$ cat src/rtl/seq_mult_pkg.sv
// Shared types and constants for the sequential shift-add multiplier.
package seq_mult_pkg;

   localparam int DEF_WIDTH = 8;
   localparam int CNT_W     = $clog2(DEF_WIDTH + 1);

   typedef enum logic [1:0] {
      IDLE = 2'd0,
      BUSY = 2'd1,
      DONE = 2'd2
   } state_t;

endpackage

$ cat src/rtl/mult_step.sv
// One MSB-first shift-add step: sum = (acc << 1) + (bit_in ? ma : 0), ripple-carry.
module mult_step #(
   parameter int WIDTH = 8
) (
   input  logic [2*WIDTH-1:0] acc,
   input  logic [WIDTH-1:0]   ma,
   input  logic               bit_in,
   output logic [2*WIDTH-1:0] sum
);

   logic [2*WIDTH-1:0] shifted;
   logic [2*WIDTH-1:0] addend;

   assign shifted = acc << 1;
   assign addend  = bit_in ? {{WIDTH{1'b0}}, ma} : '0;

   always_comb begin
      logic carry;
      carry = 1'b0;
      sum   = '0;
      for (int i = 0; i < 2*WIDTH; i++) begin
         sum[i] = shifted[i] ^ addend[i] ^ carry;
         carry  = (shifted[i] & addend[i]) | (carry & (shifted[i] ^ addend[i]));
      end
   end

endmodule

$ cat src/rtl/seq_mult8.sv
// Sequential unsigned multiplier with start/busy/done handshake.
// Optional leading-zero skip on the multiplier: define SEQ_MULT8_EARLY_TERM_EN.
//
// state | meaning
// IDLE  | waiting for start, no valid product yet
// BUSY  | iterating one multiplier bit per cycle
// DONE  | product valid and held; start restarts immediately
module seq_mult8
   import seq_mult_pkg::*;
#(
   parameter int WIDTH = DEF_WIDTH
) (
   input  logic               clock,
   input  logic               reset_n,
   input  logic               start,
   input  logic [WIDTH-1:0]   a,
   input  logic [WIDTH-1:0]   b,
   output logic               busy,
   output logic               done,
   output logic [2*WIDTH-1:0] product
);

   localparam int CW = $clog2(WIDTH + 1);

   state_t             state;
   state_t             state_nxt;
   logic [WIDTH-1:0]   ma;
   logic [WIDTH-1:0]   mb;
   logic [2*WIDTH-1:0] acc;
   logic [2*WIDTH-1:0] step;
   logic [CW-1:0]      cnt;
   logic [WIDTH-1:0]   mb_init;
   logic [CW-1:0]      cnt_init;
   logic               accept;
   logic               last;

   assign accept = start && (state != BUSY);
   assign last   = (state == BUSY) && (cnt == CW'(1));
   assign busy   = (state == BUSY);
   assign done   = (state == DONE);

   mult_step #(.WIDTH(WIDTH)) u_step (
      .acc    (acc),
      .ma     (ma),
      .bit_in (mb[WIDTH-1]),
      .sum    (step)
   );

`ifdef SEQ_MULT8_EARLY_TERM_EN
   // Skip leading zeros of b: pre-align its top set bit to the MSB.
   always_comb begin
      logic [CW-1:0] n;
      n = '0;
      for (int i = 0; i < WIDTH; i++) begin
         if (b[i]) n = CW'(i + 1);
      end
      mb_init  = b << (CW'(WIDTH) - n);
      cnt_init = (n == '0) ? CW'(1) : n;
   end
`else
   assign mb_init  = b;
   assign cnt_init = CW'(WIDTH);
`endif

   always_ff @(posedge clock or negedge reset_n) begin
      if (!reset_n) state <= IDLE;
      else          state <= state_nxt;
   end

   always_comb begin
      state_nxt = state;
      case (state)
         IDLE:    if (start) state_nxt = BUSY;
         BUSY:    if (last)  state_nxt = DONE;
         DONE:    if (start) state_nxt = BUSY;
         default: state_nxt = IDLE;
      endcase
   end

   always_ff @(posedge clock or negedge reset_n) begin
      if (!reset_n) begin
         ma      <= '0;
         mb      <= '0;
         acc     <= '0;
         cnt     <= '0;
         product <= '0;
      end else if (accept) begin
         ma  <= a;
         mb  <= mb_init;
         acc <= '0;
         cnt <= cnt_init;
      end else if (state == BUSY) begin
         acc <= step;
         mb  <= mb << 1;
         cnt <= cnt - CW'(1);
         if (last) product <= step;
      end
   end

endmodule
$ cat config.mk
export PLATFORM = sky130hd
export DESIGN_NAME = seq_mult8
export DESIGN_NICKNAME = d
export VERILOG_FILES = /design/src/rtl/seq_mult_pkg.sv /design/src/rtl/mult_step.sv /design/src/rtl/seq_mult8.sv
export SDC_FILE = /design/constraint.sdc
export NUM_CORES = 1
export LEC_CHECK = 0
export ABC_AREA = 1
export CORE_AREA = 2 2 67 75
export CTS_BUF_LIST = sky130_fd_sc_hd__clkbuf_4
export DETAILED_ROUTE_END_ITERATION = 10
export DIE_AREA = 0 0 69 77
export PLACE_DENSITY = 0.88
export SETUP_SLACK_MARGIN = 0.4
export SLEW_MARGIN = 20
export SYNTH_ARGS = -nofsm -noshare
export SYNTH_HDL_FRONTEND = slang
export SYNTH_SLANG_ARGS = --single-unit
export TNS_END_PERCENT = 10
$ cat constraint.sdc
create_clock -name clock -period 5.2 [get_ports clock]
set_input_delay 0.78 -clock clock [delete_from_list [all_inputs] [get_ports clock]]
set_output_delay 0.78 -clock clock [all_outputs]
set_load 0.03 [all_outputs]
; ---- Yosys cells after proc, flatten, opt, wreduce, memory -nomap -nowiden
; Index checks and enable logic that the tools add are counted.
[totals]
elab_cells = 100
reg_bits = 53
inputBits = 19
[op_classes]
n_eq_ne = 6
n_addsub = 1
mux = 10
reduce_logical = 7
n_bitwise = 70
[ops]
columns = op, count
row1 = $mux 15, 2
row2 = $mux 8, 3
row3 = $xor 1x1->1, 21
row4 = $and 1x1->1, 20
row5 = $or 1x1->1, 13
row6 = $mux 4, 2
row7 = $xor 1x1->1 const B, 8
row8 = $and 1x1->1 const B, 7
row9 = $ne 2x1->1 const B, 3
row10 = $eq 4x1->1 const B, 1
row11 = $mux 2, 2
row12 = $pmux 2 s2, 1
row13 = $sub 4x1->4 const B, 1
row14 = $reduce_and 3->1, 1
row15 = $eq 2x1->1 const B, 1
row16 = $eq 2x2->1 const B, 1
row17 = $logic_and 1x1->1, 2
row18 = $logic_not 2->1, 1
row19 = $reduce_and 2->1, 1
row20 = $reduce_bool 2->1, 1
row21 = $reduce_or 2->1, 1
row22 = $not 1->1, 1

; ---- Logic depth before layout (Yosys ltp)
[depth]
word_depth = 29
ltp_mapped = 21

; ---- By module
; Synthesis repeated with hierarchy kept, for this count alone.
[unflattened]
cells_unflattened = 295
hier_area_um2 = 2621.3
[modules_own_cells]
columns = mod, n_inst, area_per_inst_um2, cells_per_inst
row1 = seq_mult8, 1, 2306.0, 256
row2 = mult_step, 1, 315.3, 39

; ---- Least setup slack after synthesis
; No wires, ideal clock.
[synth_timing]
kind = reg2reg
startpoint = register mb[7]
endpoint = register acc[14]
t_arrival_ns = 4.041
path_slack_ns = 1.033
stages_incl_launch_ff = 22
path_cell_list = dfrtp_1 -> clkbuf_1 -> nand2_1 -> inv_1 -> ha_1 -> inv_1 -> fa_1 -> fa_1 -> fa_1 -> fa_1 -> fa_1 -> inv_1 -> fa_1 -> ha_1 -> ha_1 -> ha_1 -> ha_1 -> ha_1 -> ha_1 -> ha_1 -> inv_1 -> o21ai_0
[synth_between]
elab_chain_cells = 29
[synth_lines]
columns = item, line_no
row1 = "start, declared", seq_mult8.sv:28  ; logic [WIDTH-1:0] mb;
row2 = "start signal, assigned", seq_mult8.sv:89  ; mb <= mb_init;
row3 = "start signal, assigned", seq_mult8.sv:94  ; mb <= mb << 1;
row4 = $mux 8 (*), mult_step.sv:15  ; assign addend = bit_in ? {{WIDTH{1'b0}}, ma} : '0;
row5 = $and 1x1->1 / $xor 1x1->1 (equally long branches), mult_step.sv:23  ; carry = (shifted[i] & addend[i]) | (carry & (shifted[i] ^ addend[i]));
row6 = $and 1x1->1, mult_step.sv:23
row7 = $or 1x1->1, mult_step.sv:23
row8 = $and 1x1->1, mult_step.sv:23
row9 = $or 1x1->1, mult_step.sv:23
row10 = $and 1x1->1, mult_step.sv:23
row11 = $or 1x1->1, mult_step.sv:23
row12 = (+14 left out), n/a
row13 = $and 1x1->1 (*), mult_step.sv:23
row14 = $or 1x1->1 (*), mult_step.sv:23
row15 = $and 1x1->1 (*), mult_step.sv:23
row16 = $or 1x1->1 (*), mult_step.sv:23
row17 = $xor 1x1->1 (*), mult_step.sv:22  ; sum[i] = shifted[i] ^ addend[i] ^ carry;
row18 = named net step[14], seq_mult8.sv:30  ; logic [2*WIDTH-1:0] step;
row19 = $mux 15 (*), seq_mult8.sv:92  ; end else if (state == BUSY) begin
row20 = $mux 15 (*), seq_mult8.sv:87  ; end else if (accept) begin
row21 = "end signal, assigned", seq_mult8.sv:93  ; acc <= step;
row22 = "end, declared", seq_mult8.sv:29  ; logic [2*WIDTH-1:0] acc;
; Mark *: on every way through the listed nets, which the timed path passes. The rest lies on a longest branch. The select of a mux whose other input is x is not followed.
; A chain may end at the register's enable or synchronous reset.

; ---- Worst setup path after layout
; Same ends and word-level chain as after synthesis.

==> run_results.csv <==
group,metric,value,unit
layout,fillers,399,
clocking,clockRootBuffer,"clkbuf_4",
route,drtIter0Drc,109,
hold_path,hold_class,"in2async",
worst_setup_path,rrSetupSlack,0.84,ns
placed_design,numPortBuffers,36,
synthesis,synth_cell_type_count,21,
global_routing,grt_max_degree,54,
pwr,power_density,531.9,nW/um^2
global_routing,antenna_found_initial,0,
synthesis,ys_seq_area_frac,0.5359,
worst_setup_path,worst-r2r-cell-count,20,
route,wl_per_cell,12.54,um
status,outcome,"finished, final reports clean",
synthesis,synth_common_cells,"nand2_1 (90), dfrtp_1 (53), inv_1 (24)",
timing,layout_min_cycle_time,4.360,ns
worst_setup_path,startpoint_type,"flop",
pwr,power.leakage,1.406,nW
clocking,clk_path_buf_depth,2,
synthesis,synth_edf_count,0,
die,dieArea,5313,um^2
timing,max_freq,229.4,MHz
die,die_x,69,um
placed_design,dp_hpwl,3165,um
synthesis,synth_ff_type,"dfrtp_1",
clocking,cts_tree,"done",
timing,fin_setup_tns,0,ns
layout,antennaDiodeCount,0,
synthesis,synth_top_area_cell,"dfrtp_1",
timing,hold_ws,0.4850,ns
placed_design,dp_cells,337,
timing,max_slew_margin,0.5648,
synthesis,async_flop_share,1.000,
global_routing,grt_pass1_wl,7797,um
synthesis,synth_top_area_share,0.5359,
timing,worstMarginPinSlew,0.6529,ns
worst_setup_path,critPathCaptureType,"flop",
synthesis,yosysMostFrequentCell,"nand2_1",
synthesis,syn_area_per_cell,9.782,um^2
timing,maxSlewViolCount,0,
die,fp.coreArea,4554,um^2
synthesis,ys_ff_latch,53,
route,drtPass1Iterations,4,
worst_setup_path,rr_startpoint,"mb[7]",
timing,hold_viol_final,0,
placed_design,pre_cts_ws,0.8544,ns
global_routing,grt_pass1_vias,1768,
route,wirelength,4325,um
layout,areaGrowthSynthToFinish,16.84,%
worst_setup_path,critical_path_peak_fanout,9,
worst_setup_path,worst-setup-path-type,"reg2reg",
clocking,cts_inserted_buffers,5,
placed_design,gp_congestion,0.8142,
pwr,p_total,1.538,mW
route,vias,1730,
synthesis,yosys-top-cells-area,"dfrtp_1 (54%), nand2_1 (14%), o21ai_2 (5.7%), ha_1 (5.1%), fa_1 (4.9%)",
global_routing,track_usage,0.1839,
timing,finalCritPeriodShare,0.8384,
clocking,cts_max_level,2,
layout,stdcell_area,2892,um^2
layout,layout-drive-gt1-share,0.1176,
layout,final_cells,345,
pwr,ir_worst_vdd,212.4,uV
synthesis,syn-cell-area,2475,um^2
clocking,cts-resized-gates,0,
route,ant_nets,0,
clocking,cts_setup_buffers,0,
die,start_util,0.5434,
timing,rsz0062_at_grt,"no",
worst_setup_path,critPathRequiredTime,5.48,ns
layout,final_util,0.6349,
placed_design,place_area,2828,um^2
timing,setup_ws,0.8404,ns
die,placementRows,26,
layout,layout.nets,323,
synthesis,ys_warn_count,0,
route,drc,0,
worst_setup_path,cp.arrival,4.64,ns
synthesis,postSynthCellCount,253,
global_routing,gr-total-overflow,0,
die,pin_count,37,
clocking,cts_hold_buf,0,
clocking,cts.sinks,53,
timing,finalSetupViolCount,0,
run,max-cap-violations,0,
route,vias_per_cell,5.014,
worst_setup_path,worstReg2RegEnd,"acc[14]",
clocking,path_clk_slew,0.16,ns
clocking,clk_latency,0.38,ns
synthesis,syn_nets,288,
timing,skew,0.01270,ns
die,die_height,77,um
## layout by cell type, fill, tap and decap left out, drive strengths merged, types with 6 or more instances in the layout
cell	n
fa	6
dfrtp	53
nand2	92
nand3	10
ha	10
o21ai	28
inv	29
o22ai	6
clkdlybuf4s50	35
nor2	9
## routing by layer
metal  routed length, um  track usage  up-vias
met2                2213       0.3144       44
met1                1847       0.2183      820
met3                 187      0.04599        6
li1                    -            -      860
met4                  77      0.08235        0
met5                   0            0        -
## critical path, cell delays in order (launching register included)
cell     delay, ns
dfrtp_1       0.50
nand2_1       0.08
inv_1         0.06
ha_1          0.13
inv_1         0.05
fa_1          0.38
fa_1          0.39
fa_1          0.39
fa_1          0.40
fa_1          0.38
inv_1         0.08
fa_1          0.17
ha_1          0.14
ha_1          0.14
ha_1          0.14
ha_1          0.14
ha_1          0.14
ha_1          0.14
ha_1          0.23
inv_1         0.09
o21ai_0       0.08
## where the power goes
part | switching [mW] | internal [mW] | leakage [nW]
clock network | 0.137 | 0.0565 | 0.0358
registers | 0.0976 | 0.571 | 0.689
logic | 0.418 | 0.258 | 0.681
total | 0.653 | 0.885 | 1.41
## sequential cells by signal, summed over array words and instances, names as in the netlist
| name | count |
|---|---|
| cnt | 4 |
| acc | 15 |
| mb | 8 |
| product | 16 |
| ma | 8 |
| state | 2 |
## cell families (layout without fill, tap and decap cells)
family / Yosys count / count (layout) / share of synthesized area
AOI/OAI and AO/OA: 35 / 35 / 0.09808
and+or+nand+nor: 111 / 111 / 0.1876
xor gates and xnor gates: 1 / 1 / 0.003540
adders and majority gates: 16 / 16 / 0.09909
buffers and inverters: 37 / 73 / 0.07583
DFF: 53 / 53 / 0.5359
## final cells by class
type	count	area, um^2	share of cell area
clock buffers	5	37.54	0.01298
inverters	28	107.6	0.03721
repair buffers	37	362.8	0.1255
clock inverters	3	26.28	0.009087
well taps	56	70.07	0.02423
multi-input cells	163	960.9	0.3323
flip-flops and latches	53	1326	0.4587
## worst max-delay path by stage
| stage | start | endpoint | slack [ns] | cells after the start |
|---|---|---|---|---|
| 2_1_floorplan | mb[7] | acc[14] | 1.03 | 21 |
| 3_3_place_gp | mb[7] | acc[14] | 1.00 | 20 |
| 3_5_place_dp | mb[7] | acc[14] | 0.85 | 20 |
| 4_1_cts | mb[7] | acc[14] | 0.82 | 20 |
| 5_1_grt | mb[7] | acc[14] | 0.54 | 20 |
| 6_report | mb[7] | acc[14] | 0.84 | 20 |
Power figures use the tool's default switching activity.
